**config.mk**
```make
export PLATFORM = sky130hd
export DESIGN_NAME = risc_loader
export DESIGN_NICKNAME = d
export VERILOG_FILES = /design/src/rtl/risc_loader.sv
export SDC_FILE = /design/constraint.sdc
export NUM_CORES = 1
export LEC_CHECK = 0
export BUFFER_PORTS_ARGS = -buffer_cell sky130_fd_sc_hd__buf_2
export CAP_MARGIN = 0
export CORE_UTILIZATION = 49
export DETAILED_ROUTE_END_ITERATION = 7
export PLACE_DENSITY_LB_ADDON = 0.05
export RECOVER_POWER = 50
export SLEW_MARGIN = 20
export SYNTH_ARGS = -nofsm -noshare
export SYNTH_HDL_FRONTEND = slang
export SYNTH_SLANG_ARGS = --single-unit
```
**constraint.sdc**
```tcl
create_clock -name clk_i -period 2.2 [get_ports clk_i]
set_input_delay 0.22 -clock clk_i [delete_from_list [all_inputs] [get_ports clk_i]]
set_output_delay 0.22 -clock clk_i [all_outputs]
set_load 0.03 [all_outputs]
```
**src/rtl/risc_loader.sv**
```systemverilog
// Program loader and run supervisor for the 5-bit-address RISC core: streams an image
// into core memory, optionally reads it back (LOADER_VERIFY_EN), then runs the core until halt or timeout.
//
// state    | meaning
// ---------+-----------------------------------------------------------
// S_LOAD   | accept host bytes, write them to memory, core held in reset
// S_VERIFY | read image back and compare checksums (LOADER_VERIFY_EN)
// S_RUN    | core released, counting cycles until halt or timeout
// S_DONE   | core held in reset, results held until go
module risc_loader #(
    parameter int          AWIDTH     = 5,
    parameter int          DWIDTH     = 8,
    parameter int          CWIDTH     = 16,
    parameter int unsigned MAX_CYCLES = 16'hFFFF
) (
    input  logic              clk_i,
    input  logic              rst_i,
    input  logic              in_valid_i,
    output logic              in_ready_o,
    input  logic [DWIDTH-1:0] in_data_i,
    input  logic              go_i,
    output logic [AWIDTH-1:0] mem_addr_o,
    output logic [DWIDTH-1:0] mem_wdata_o,
    output logic              mem_wr_o,
    output logic              mem_rd_o,
    input  logic [DWIDTH-1:0] mem_rdata_i,
    output logic              cpu_rst_o,
    input  logic              cpu_halt_i,
    output logic              done_o,
    output logic              timeout_o,
    output logic              err_o,
    output logic [CWIDTH-1:0] cycles_o
);

`ifdef LOADER_VERIFY_EN
    typedef enum logic [1:0] {S_LOAD, S_VERIFY, S_RUN, S_DONE} state_t;
`else
    typedef enum logic [1:0] {S_LOAD, S_RUN, S_DONE} state_t;
`endif

    localparam logic [AWIDTH-1:0] ADDR_LAST = '1;
    localparam logic [CWIDTH-1:0] CYC_MAX   = CWIDTH'(MAX_CYCLES);
    localparam logic [CWIDTH-1:0] CYC_ONE   = CWIDTH'(1);

    state_t            state_q;
    logic [AWIDTH-1:0] addr_q;
    logic [DWIDTH-1:0] csum_q;
    logic [CWIDTH-1:0] cycles_q;
    logic              done_q;
    logic              timeout_q;

`ifdef LOADER_VERIFY_EN
    logic [DWIDTH-1:0] rd_csum_q;
    logic [DWIDTH-1:0] rd_csum_d;
    logic              err_q;

    assign rd_csum_d = rd_csum_q + mem_rdata_i;
    assign mem_rd_o  = (state_q == S_VERIFY);
    assign err_o     = err_q;
    assign mem_addr_o = (state_q == S_LOAD || state_q == S_VERIFY) ? addr_q : '0;
`else
    logic unused_rdata;

    assign unused_rdata = ^mem_rdata_i;
    assign mem_rd_o     = 1'b0;
    assign err_o        = 1'b0;
    assign mem_addr_o   = (state_q == S_LOAD) ? addr_q : '0;
`endif

    assign in_ready_o  = (state_q == S_LOAD);
    assign mem_wr_o    = in_ready_o & in_valid_i;
    assign mem_wdata_o = in_data_i;
    assign cpu_rst_o   = (state_q != S_RUN);
    assign done_o      = done_q;
    assign timeout_o   = timeout_q;
    assign cycles_o    = cycles_q;

    always_ff @(posedge clk_i) begin
        if (rst_i) begin
            state_q   <= S_LOAD;
            addr_q    <= '0;
            csum_q    <= '0;
            cycles_q  <= '0;
            done_q    <= 1'b0;
            timeout_q <= 1'b0;
`ifdef LOADER_VERIFY_EN
            rd_csum_q <= '0;
            err_q     <= 1'b0;
`endif
        end else begin
            case (state_q)
                S_LOAD: begin
                    if (in_valid_i) begin
                        // address wraps to 0 after the last byte, ready for readback
                        addr_q <= addr_q + 1'b1;
                        csum_q <= csum_q + in_data_i;
                        if (addr_q == ADDR_LAST) begin
`ifdef LOADER_VERIFY_EN
                            state_q   <= S_VERIFY;
                            rd_csum_q <= '0;
`else
                            state_q  <= S_RUN;
                            cycles_q <= CYC_ONE;
`endif
                        end
                    end
                end
`ifdef LOADER_VERIFY_EN
                S_VERIFY: begin
                    addr_q    <= addr_q + 1'b1;
                    rd_csum_q <= rd_csum_d;
                    if (addr_q == ADDR_LAST) begin
                        if (rd_csum_d == csum_q) begin
                            state_q  <= S_RUN;
                            cycles_q <= CYC_ONE;
                        end else begin
                            state_q <= S_DONE;
                            done_q  <= 1'b1;
                            err_q   <= 1'b1;
                        end
                    end
                end
`endif
                S_RUN: begin
                    // halt has priority over a coincident timeout
                    if (cpu_halt_i) begin
                        state_q <= S_DONE;
                        done_q  <= 1'b1;
                    end else if (cycles_q == CYC_MAX) begin
                        state_q   <= S_DONE;
                        done_q    <= 1'b1;
                        timeout_q <= 1'b1;
                    end else begin
                        cycles_q <= cycles_q + CYC_ONE;
                    end
                end
                S_DONE: begin
                    if (go_i) begin
                        state_q   <= S_LOAD;
                        addr_q    <= '0;
                        csum_q    <= '0;
                        cycles_q  <= '0;
                        done_q    <= 1'b0;
                        timeout_q <= 1'b0;
`ifdef LOADER_VERIFY_EN
                        err_q     <= 1'b0;
`endif
                    end
                end
                default: state_q <= S_LOAD;
            endcase
        end
    end

endmodule

```
**Yosys cells after proc, flatten, opt, wreduce, memory -nomap -nowiden**

Cells that the tools add are included.
W data, S select, Z words.

- Output and inout port bits: 36
- Memory bits (writable): 0
- Bits of input ports: 21
- Memories kept: 0
- Memory bits (read-only): 0
- Register bits: 25
- Bits in latches: 0

- Eq/ne operators: 12
- Shifts and indexed selects: 0
- Muxes and demuxes: 22
- Div/mod/pow operators: 0
- Bitwise operators: 1
- Reduce and logical (&&, ||, !) cells: 9
- $mul: 0
- Order comparisons: 0
- Add/subtract/negate cells: 2

Operators with widths:

| operator | count |
|---|---|
| $mux W16 | 5 |
| $pmux W16 S3 | 1 |
| $add A16 B1 Y16 const B | 1 |
| $eq A16 B16 Y1 const B | 1 |
| $mux W5 | 3 |
| $mux W2 | 5 |
| $ne A2 B2 Y1 const B | 5 |
| $pmux W5 S2 | 1 |
| $reduce_and A4 Y1 | 2 |
| $pmux W2 S3 | 1 |
| $reduce_and A3 Y1 | 2 |
| $reduce_and A6 Y1 | 1 |
| $add A5 B1 Y5 const B | 1 |
| $eq A5 B5 Y1 const B | 1 |
| $mux W1 | 4 |
| $ne A2 B1 Y1 const B | 2 |
| $pmux W1 S2 | 2 |
| $reduce_bool A2 Y1 | 2 |
| $ne A3 B3 Y1 const B | 1 |
| $reduce_bool A3 Y1 | 1 |
| $eq A2 B1 Y1 const B | 1 |
| $eq A2 B2 Y1 const B | 1 |
| $logic_not A2 Y1 | 1 |
| $and A1 B1 Y1 | 1 |

**Depth between registers and ports, before layout**

Gate-level depths: netlist (run 1).

- Depth after elaboration: 4
- Depth in mapped cells: 9

**Worst setup path before layout (run 1)**

OpenSTA, ideal clock, no wires.

- Path type: register -> register
- From: register state_q[0]
- To: register addr_q[2]
- Data arrival time: 1.982 ns
- Buffers on the path: 1
- Stages on the path, launching flop included: 8
- Path slack: 0.147 ns
- Data required time: 2.130 ns
- Clock period less this slack: 2.053 ns
- Library setup time: 0.070 ns
- Path through: dfxtp_1 inv_1 ha_1 and2_0 buf_2 nand2b_1 or3b_2 a21oi_1

- Cells in the longest elaborated chain, start to end: 3
- Elaborated cells on any way between the ends: 7

Ends and longest elaborated chain:

| what | line | text |
|---|---|---|
| start, declared | 45 | `state_t state_q;` |
| start signal, assigned | 80 | `state_q <= S_LOAD;` |
| start signal, assigned | 102 | `state_q <= S_RUN;` |
| start signal, assigned | 127 | `state_q <= S_DONE;` |
| $logic_not A2 Y1 * | -- |  |
| via in_ready_o | 19 | `output logic in_ready_o,` |
| $ne A2 B2 Y1 (no source line) or $reduce_bool A2 Y1 (tied branches) | -- |  |
| $reduce_and A3 Y1 (no source line) | -- |  |
| end signal, assigned | 95 | `addr_q <= addr_q + 1'b1;` |
| end, declared | 46 | `logic [AWIDTH-1:0] addr_q;` |

Mark *: on every way through the listed nets, which the timed path passes. The rest lies on a longest branch.
A chain may end at the register's enable or synchronous reset.

**Worst setup path in the final report (run 1)**

- From: register state_q[1]
- To: register cycles_q[4], in the netlist cycles_o[4]

- Cells in the longest elaborated chain, start to end: 3
- Elaborated cells on any way between the ends: 11

Ends and longest elaborated chain:

| what | line | text |
|---|---|---|
| $eq A2 B1 Y1 (tied with other cells) | 91 | `case (state_q)` |
| $ne A2 B2 Y1 (no source line) (tied with other cells) | -- |  |
| $reduce_and A6 Y1 (no source line) | -- |  |
| end signal, assigned | 134 | `cycles_q <= cycles_q + CYC_ONE;` |
| end, declared | 48 | `logic [CWIDTH-1:0] cycles_q;` |

Parallel ways exist; a longest one is shown, timed or not.

==> results of run 1 <==
[through the flow]
stage               worst slack, ns  instance area (um2)
CTS                         0.05200                 1758
detailed placement          0.07146                 1732
finish                       0.1484                 1749
floorplan                    0.1472                 1592
global route                0.03789                 1749
global placement             0.1063                 1732
[power by group through the flow]
stage	combinational, W	sequential, W	clock (W)
after global placement	0.0000484	0.000467	0
after floorplan	0.0000624	0.000468	0
after CTS	0.0000502	0.000457	0.000214
final	0.0000509	0.000457	0.000200
after detailed placement	0.0000500	0.000467	0
after global routing	0.0000557	0.000457	0.000229
[cells in the mapped netlist, drive strengths merged (2+ instances only)]
| master | instances |
|---|---|
| a31oi | 4 |
| nor2b | 2 |
| nor3 | 6 |
| nand3b | 2 |
| nor4 | 2 |
| buf | 13 |
| inv | 3 |
| a21oi | 16 |
| and3 | 3 |
| nand3 | 9 |
| clkbuf | 5 |
| and2 | 8 |
| mux2i | 2 |
| o21ai | 10 |
| o41ai | 2 |
| nand4 | 5 |
| and4 | 6 |
| o31ai | 4 |
| a21o | 6 |
| ha | 9 |
| or3 | 4 |
| nand2 | 19 |
| dfxtp | 25 |
| nor2 | 14 |
[final timing paths]
kind                            startpoint     endpoint  slack [ns]  depth (start not counted)
worst max-delay path            state_q[1]  cycles_o[4]        0.15                          8
worst min-delay path                  go_i    timeout_o        0.24                          4
worst max register to register  state_q[1]  cycles_o[4]        0.15                          8
worst min register to register   addr_q[4]    addr_q[4]        0.48                          2
[timing repair]
action	CTS	global route
setup endpoints to repair	0	12
hold endpoints to repair	0	0
setup buffers	0	1
gates resized for setup	0	1
[sequential cells by signal, indices dropped and copies added, names as in the netlist]
| signal | count |
|---|---|
| cycles_o | 16 |
| addr_q | 5 |
| state_q | 2 |
| done_o | 1 |
| timeout_o | 1 |
[cell type report]
cell class                      count  area [um2]  area share [%]
Timing Repair Buffer               38       186.4           10.66
Tap cell                           44       55.05           3.147
Sequential cell                    25       500.5           28.61
Clock buffer                        4       26.28           1.502
Inverter                            3       11.26          0.6438
Multi-Input combinational cell    149       969.7           55.44
[worst reg2reg max path: stages (launching register included)]
cell and delay, ns:
dfxtp_1 0.41, inv_1 0.11, ha_1 0.24, a21o_1 0.20, a211oi_4 0.19, buf_4 0.20, and2_1 0.29, a21boi_1 0.11
o21ba_2 0.22
[logic make-up (layout without fill, tap and decap cells)]
group / count (synthesis) / after routing / share of synthesized area, %
compound gates: 51 / 51 / 21.91
fa+ha+maj: 9 / 9 / 7.092
buf+inv: 21 / 45 / 8.116
flops: 25 / 25 / 31.52
mux: 2 / 2 / 1.261
other cells: 1 / 2 / 0.2362
simple gates: 85 / 85 / 29.87
[metal layers]
layer	vias up	GRT usage (%)	routed length (um)
li1	747	-	-
met1	693	27.24	1645
met2	36	37.18	1738
met3	4	2.198	152
met4	0	6.122	27
met5	-	0	0
==> reports/qor.yml, run 1 <==
setup_viol: 0
clkPwrFrac_pct: 28.3
ys_ff_latch: 25
worst-setup-path-type: "flip-flop to flip-flop"
initialDrtViolationCount: 59
power_density_nw_per_um2: 404.8
tns_ns: 0
hpwlAfterDp_mm: 2.722
async_reset_ff_share_pct: 0
ys_seq_area_share_pct: 31.52
fill_cells: 313
dr.pass1.iters: 4
clk_latency_ns: 0.31
slew_viol_final: 0
crit_buf_inv: 2
synth_area_leaders: "dfxtp_1, ha_1, buf_4, a21oi_1, nand2_1"
io_buffers: 30
p_sw_w: 0.0001656
swShare_pct: 23.39
grt_pass1_vias: 1290
synth_top_area_share_pct: 31.52
comb_power_share_pct: 7.2
total_power_w: 0.0007081
rsz0062_at_grt: "no"
holdCritPathClass: "primary input to flip-flop"
ant_nets: 0
cp-end-kind: "flip-flop"
grtUsageTotal_pct: 21.14
peakVddDrop_mv: 0.2308
synth_area_um2: 1588
fp-row-count: 20
start_kind: "flip-flop"
antenna_found_initial: 0
synth_top_area_cell: "dfxtp_1"
synth_edf_count: 0
critPathMaxStageDelay_ns: 0.41
utilization_pct: 57.30
vias_per_cell: 5.627
io-pin-count: 57
netlist-cell-type-count: 49
instances_no_fill: 263
numCtsBuffers: 3
ctsRootBufferMaster: "clkbuf_4"
final_net_count: 250
fin_hold_ws_ns: 0.2428
die_y_um: 58.93
finalClockSkew_ns: 0.003050
grt_max_degree: 19
fin_crit_sh_pct: 93.26
grt_pass1_wl_mm: 5.658
core-area_um2: 3053
ys.flop_type: "dfxtp_1"
cp_max_fo: 6
hold_buffers: 0
cap_viol_max_count: 0
htreeDepth: 1
routed_wl_mm: 3.564
critPathRequiredTime_ns: 2.42
mostFrequentLayoutCells: "dfxtp_1, clkbuf_1, nand2_1"
clock_sinks: 25
cp_slowest_cell: "dfxtp_1"
grt_overflow: 0
routed-via-count: 1480
clock_path_buffers: 2
diodes: 0
drc: 0
fin_crit_ns: 2.052
fmax_ghz: 0.4874
p_int_w: 0.0005425
post_drt_wl_per_cell_um: 13.55
die_width_um: 58.93
clk_pin_slew_ns: 0.13
start_util_pct: 52.01
cts_tree: "built"
share_seq_of_total_power_pct: 64.5
status: "completed"
cp.arrival_ns: 2.27
hold_viol: 0
gp_congestion: 0.8180
postSynthCellCount: 194
syn_area_per_cell_um2: 8.184
yosys_warnings: 0
leakagePower_nw: 0.7092
crit_chain: "inv_1 > ha_1 > a21o_1 > a211oi_4 > buf_4 > and2_1 > a21boi_1 > o21ba_2"
die-area_um2: 3472
drive_above_1_share_pct: 15.07
dp_cells: 258
final_common_cell: "dfxtp_1"
area_growth_pct: 10.17
crit_family: "compound AO/OA/AOI/OAI gates"
Note: power is estimated with default switching activity, not from simulation.
==> run 2: changes to the inputs <==
--- a/config.mk
+++ b/config.mk
@@ -9,8 +9,9 @@
 export CAP_MARGIN = 0
 export CORE_UTILIZATION = 49
 export DETAILED_ROUTE_END_ITERATION = 7
-export PLACE_DENSITY_LB_ADDON = 0.05
+export PLACE_DENSITY_LB_ADDON = 0.3
 export RECOVER_POWER = 50
+export REMOVE_ABC_BUFFERS = 1
 export SLEW_MARGIN = 20
 export SYNTH_ARGS = -nofsm -noshare
 export SYNTH_HDL_FRONTEND = slang
==> run 2 against run 1 <==
Against the previous run:
- worst hold slack got worse by 0.032 ns
- combinational power fell by 1%
- critical endpoint is now cycles_o[15]
- via count rose by 0.54%
- largest cell class unchanged
- sequential cell count did not move
- cell area rose by 1.5%
==> reports/qor.yml, run 2 (synthesized netlist as in run 1, its figures left out) <==
vias_per_cell: 5.573
cts_setup_buffers: 0
fp-row-count: 20
clk_pin_slew_ns: 0.15
power_density_nw_per_um2: 409.6
grt_max_degree: 19
die_width_um: 58.93
peakVddDrop_mv: 0.3570
antenna_found_initial: 0
setup_viol: 0
cp_max_fo: 10
multiInputGateArea_um2: 963.4
fmax_ghz: 0.4963
worst-setup-path-type: "flip-flop to flip-flop"
numCtsBuffers: 3
core-area_um2: 3053
largest_reg_flops: 16
final_net_count: 254
post_drt_wl_per_cell_um: 13.53
dr.pass1.iters: 4
p_sw_w: 0.0001853
ctsRootBufferMaster: "clkbuf_4"
grt_overflow: 0
gp_congestion: 0.7636
start_util_pct: 52.01
clock_path_buffers: 2
fill_cells: 295
cap_viol_max_count: 0
leakagePower_nw: 0.7214
routed_wl_mm: 3.612
slew_viol_final: 0
p_int_w: 0.0005420
final_common_cell: "dfxtp_1"
swShare_pct: 25.48
cp.arrival_ns: 2.27
rsz0062_at_grt: "no"
clock_sinks: 25
io_buffers: 30
ff_latch_area_um2: 500.5
finalClockSkew_ns: 0.008427
die-area_um2: 3472
cts_tree: "built"
diodes: 0
drive_above_1_share_pct: 17.04
hpwlAfterDp_mm: 2.706
holdCritPathClass: "primary input to flip-flop"
share_seq_of_total_power_pct: 62.9
instances_no_fill: 267
clkPwrFrac_pct: 30.2
comb_power_share_pct: 6.9
grt_pass1_vias: 1262
grt_pass1_wl_mm: 5.782
fin_crit_sh_pct: 91.58
drc: 0
initialDrtViolationCount: 50
hold_viol: 0
utilization_pct: 58.16
io-pin-count: 57
cp-end-kind: "flip-flop"
routed-via-count: 1488
hold_buffers: 0
status: "completed"
postLayoutCellArea_um2: 1775
htreeDepth: 1
dpl_cell_area_um2: 1769
ant_nets: 0
clk_latency_ns: 0.33
area_growth_pct: 11.82
dp_cells: 263
mostFrequentLayoutCells: "dfxtp_1, clkbuf_1, nand2_1"
grtUsageTotal_pct: 21.80
fin_crit_ns: 2.015
critPathRequiredTime_ns: 2.45
start_kind: "flip-flop"
die_y_um: 58.93
==> run 2: changes by cell type in the layout (fill, tap and decap cells not counted), sizes merged <==
cell / change
buf: +3
clkinvlp: +1
==> run 2: layer usage <==
metal / vias up / wire length [um] / GRT usage (%)
li1: 754 / - / -
met1: 680 / 1675 / 27.95
met2: 49 / 1656 / 35.55
met3: 5 / 255 / 7.692
met4: 0 / 25 / 4.082
met5: - / 0 / 0
==> run 2: timing repair <==
action,4_1_cts,5_1_grt
resized for setup,0,1
endpoints found under the setup margin,0,1
endpoints found under the hold margin,0,0
==> run 2: final cells by class <==
cell class / count / share of cell area [%]
timing repair buffer: 42 / 12.12
clock buffer: 3 / 1.269
inverter: 3 / 0.6343
sequential: 25 / 28.19
clock inverter: 1 / 0.4228
tap: 44 / 3.101
multi-input combinational: 149 / 54.26
==> run 2: power groups by stage <==
stage          clock (W)  combinational (W)  sequential [W]
2_1_floorplan          0          0.0000276        0.000468
6_report        0.000220          0.0000503        0.000457
3_3_place_gp           0          0.0000503        0.000467
3_5_place_dp           0          0.0000506        0.000467
4_1_cts         0.000229          0.0000509        0.000457
5_1_grt         0.000245          0.0000553        0.000458
==> run 2: final timing paths <==
path / start / end / slack, ns / cells past startpoint
max: addr_q[0] / cycles_o[15] / 0.19 / 9
min: go_i / done_o / 0.21 / 4
max reg2reg: addr_q[0] / cycles_o[15] / 0.19 / 9
min reg2reg: addr_q[4] / addr_q[4] / 0.49 / 2
==> run 2: stage by stage <==
stage	total power (W)	worst slack [ns]	hold WS, ns	TNS (ns)
6_report	0.0007273	0.1852	0.2107	0
5_1_grt	0.0007577	0.02592	0.2132	0
4_1_cts	0.0007372	0.1153	0.2063	0
3_5_place_dp	0.0005178	0.1534	0.4405	0
3_3_place_gp	0.0005173	0.1708	0.4405	0
2_1_floorplan	0.0004958	-0.05312	0.2891	-0.05312
==> run 2: critical path, cell delays in order (launching register included) <==
cell	delay, ns
dfxtp_1	0.35
ha_1	0.21
and3_1	0.19
ha_1	0.17
nand2_1	0.13
a211oi_4	0.08
buf_4	0.18
a21oi_2	0.37
o21ai_0	0.19
o41ai_2	0.07
==> run 3: changes to the inputs <==
--- a/config.mk
+++ b/config.mk
@@ -5,10 +5,10 @@
 export SDC_FILE = /design/constraint.sdc
 export NUM_CORES = 1
 export LEC_CHECK = 0
-export BUFFER_PORTS_ARGS = -buffer_cell sky130_fd_sc_hd__buf_2
 export CAP_MARGIN = 0
-export CORE_UTILIZATION = 49
+export CORE_UTILIZATION = 62
 export DETAILED_ROUTE_END_ITERATION = 7
+export DONT_BUFFER_PORTS = 1
 export PLACE_DENSITY_LB_ADDON = 0.3
 export RECOVER_POWER = 50
 export REMOVE_ABC_BUFFERS = 1
==> run 3 against run 2 <==
Against the previous run:
- worst setup slack got worse by 0.068 ns
- sequential share of layout area increased by 1.4 points
- cell area shrank 4.7%
- critical path depth fell by 3
- non-clock buffer count is 16 lower
- total power shrank 2.2%
- die area is 20% lower
- first-iteration DRC count is 8.0% higher
- global-route usage up 9.2 points
- critical endpoint is now cycles_o[11]
- sequential cell count is the same
- register-to-register slack worse by 0.07 ns
- combinational power down 14%
==> reports/qor.yml, run 3 (synthesized netlist as in run 1, its figures left out) <==
final_net_count: 238
slew_headroom_pct: 60.34
power_density_nw_per_um2: 420.0
grt_max_degree: 15
crit_buf_inv: 1
grtUsageTotal_pct: 30.96
routed-via-count: 1503
largest_reg_flops: 16
fill_cells: 199
critPathRequiredTime_ns: 2.43
fin_crit_sh_pct: 94.67
critPathMaxStageDelay_ns: 0.43
fin_crit_ns: 2.083
drc: 0
holdPathEnd: "cycles_o[4]"
holdCritPathClass: "primary input to flip-flop"
htreeDepth: 1
cap_viol_max_count: 0
start_util_pct: 68.48
crit_chain: "clkbuf_1 > and3_1 > and4_1 > nand4_1 > a21o_1 > a21o_1"
start_kind: "flip-flop"
area_growth_pct: 6.619
vias_per_cell: 6.396
leakagePower_nw: 0.6800
cts_setup_buffers: 0
clk_latency_ns: 0.32
hold_viol: 0
cts_tree: "built"
slew_viol_final: 0
dr.pass1.iters: 4
crit_family: "simple AND/OR/NAND/NOR gates"
numCtsBuffers: 3
fmax_ghz: 0.4801
reg2reg_to: "cycles_o[11]"
instances_no_fill: 235
post_drt_wl_per_cell_um: 16.70
peakVddDrop_mv: 0.4429
grt_pass1_vias: 1388
worst_pin_slew_ns: 0.5948
reg2reg_depth: 6
ctsRootBufferMaster: "clkbuf_4"
final_common_cell: "dfxtp_1"
grt_overflow: 0
drive_above_1_share_pct: 13.04
die_y_um: 52.61
pre_cts_ws_ns: 0.1784
die-area_um2: 2767
cp-end-kind: "flip-flop"
diodes: 0
gp_congestion: 0.8816
cp.arrival_ns: 2.31
io_buffers: 0
ff2ff_setup_slack_ns: 0.12
min_from: "rst_i"
rsz0062_at_grt: "yes"
hold-path-cell-count: 1
die_width_um: 52.61
grt_pass1_wl_mm: 6.313
cp_max_fo: 6
initialDrtViolationCount: 54
regToRegStartpoint: "cycles_o[0]"
setup_slack_ns: 0.1173
antenna_found_initial: 0
clock_sinks: 25
ant_nets: 0
io-pin-count: 57
dp_cells: 230
hpwlAfterDp_mm: 2.910
fp-row-count: 17
cp_slowest_cell: "clkbuf_1"
routed_wl_mm: 3.924
mostFrequentLayoutCells: "dfxtp_1, nand2_1, a21oi_1"
finalClockSkew_ns: 0.01130
status: "completed"
cpMostUsedCell: "a21o_1"
worst-setup-path-type: "flip-flop to flip-flop"
clock_path_buffers: 2
setup_viol: 0
core-area_um2: 2318
clk_pin_slew_ns: 0.15
run 3: cell types whose count changed in the layout (fill, tap and decap cells not counted):
cell,change
buf_2,-10
clkbuf_1,-7
a21oi_2,-1
a21oi_4,+1
and2_1,+1
and2_2,-1
clkinv_2,+1
clkinvlp_4,-1
dlygate4sd3_1,+1
run 3: metal layers:
metal	up-vias	wire, um	global-route usage (%)
met5	-	0	7.143
met4	0	22	8.772
met3	6	452	13.62
met2	81	1828	50.21
met1	691	1621	36.09
li1	725	-	-
run 3: cell type report:
type / instances / area [um2] / area share [%]
inverters: 3 / 11.26 / 0.6652
flip-flops and latches: 25 / 500.5 / 29.56
clock inverters: 1 / 5.005 / 0.2956
repair buffers: 26 / 148.9 / 8.795
well taps: 28 / 35.03 / 2.069
multi-input cells: 149 / 969.7 / 57.28
clock buffers: 3 / 22.52 / 1.330
run 3: how the worst max path moves through the flow:
stage	startpoint	to	cells after the start
after floorplan	state_q[0]	addr_q[2]	6
after global placement	addr_q[0]	cycles_o[0]	9
after detailed placement	state_q[1]	cycles_o[15]	8
after CTS	state_q[1]	cycles_o[9]	8
after global routing	addr_q[0]	cycles_o[10]	8
final	cycles_o[0]	cycles_o[11]	6
run 3: what timing repair did:
item	CTS	global route
hold buffers	1	0
hold endpoints to repair	11	0
gates resized for setup	0	1
setup endpoints to repair	0	6
run 3: per-stage QoR:
stage | hold WS (ns) | total power, W | cell area, um2 | utilization [%] | setup TNS, ns
final | 0.05453 | 0.0007111 | 1693 | 73.02 | 0
after global routing | 0.03979 | 0.0007378 | 1693 | 73.02 | -0.05280
after CTS | 0.05553 | 0.0007126 | 1734 | 74.80 | 0
after detailed placement | 0.2934 | 0.0005049 | 1697 | 73.18 | 0
after global placement | 0.2912 | 0.0005043 | 1697 | 73.18 | 0
after floorplan | 0.2891 | 0.0004958 | 1474 | - | -0.05312
run 3: where the power goes:
group / total, W / switching (W) / internal [W]
clock: 0.000211 / 0.000143 / 0.0000681
combinational: 0.0000432 / 0.0000294 / 0.0000138
sequential: 0.000457 / 0.00000156 / 0.000456
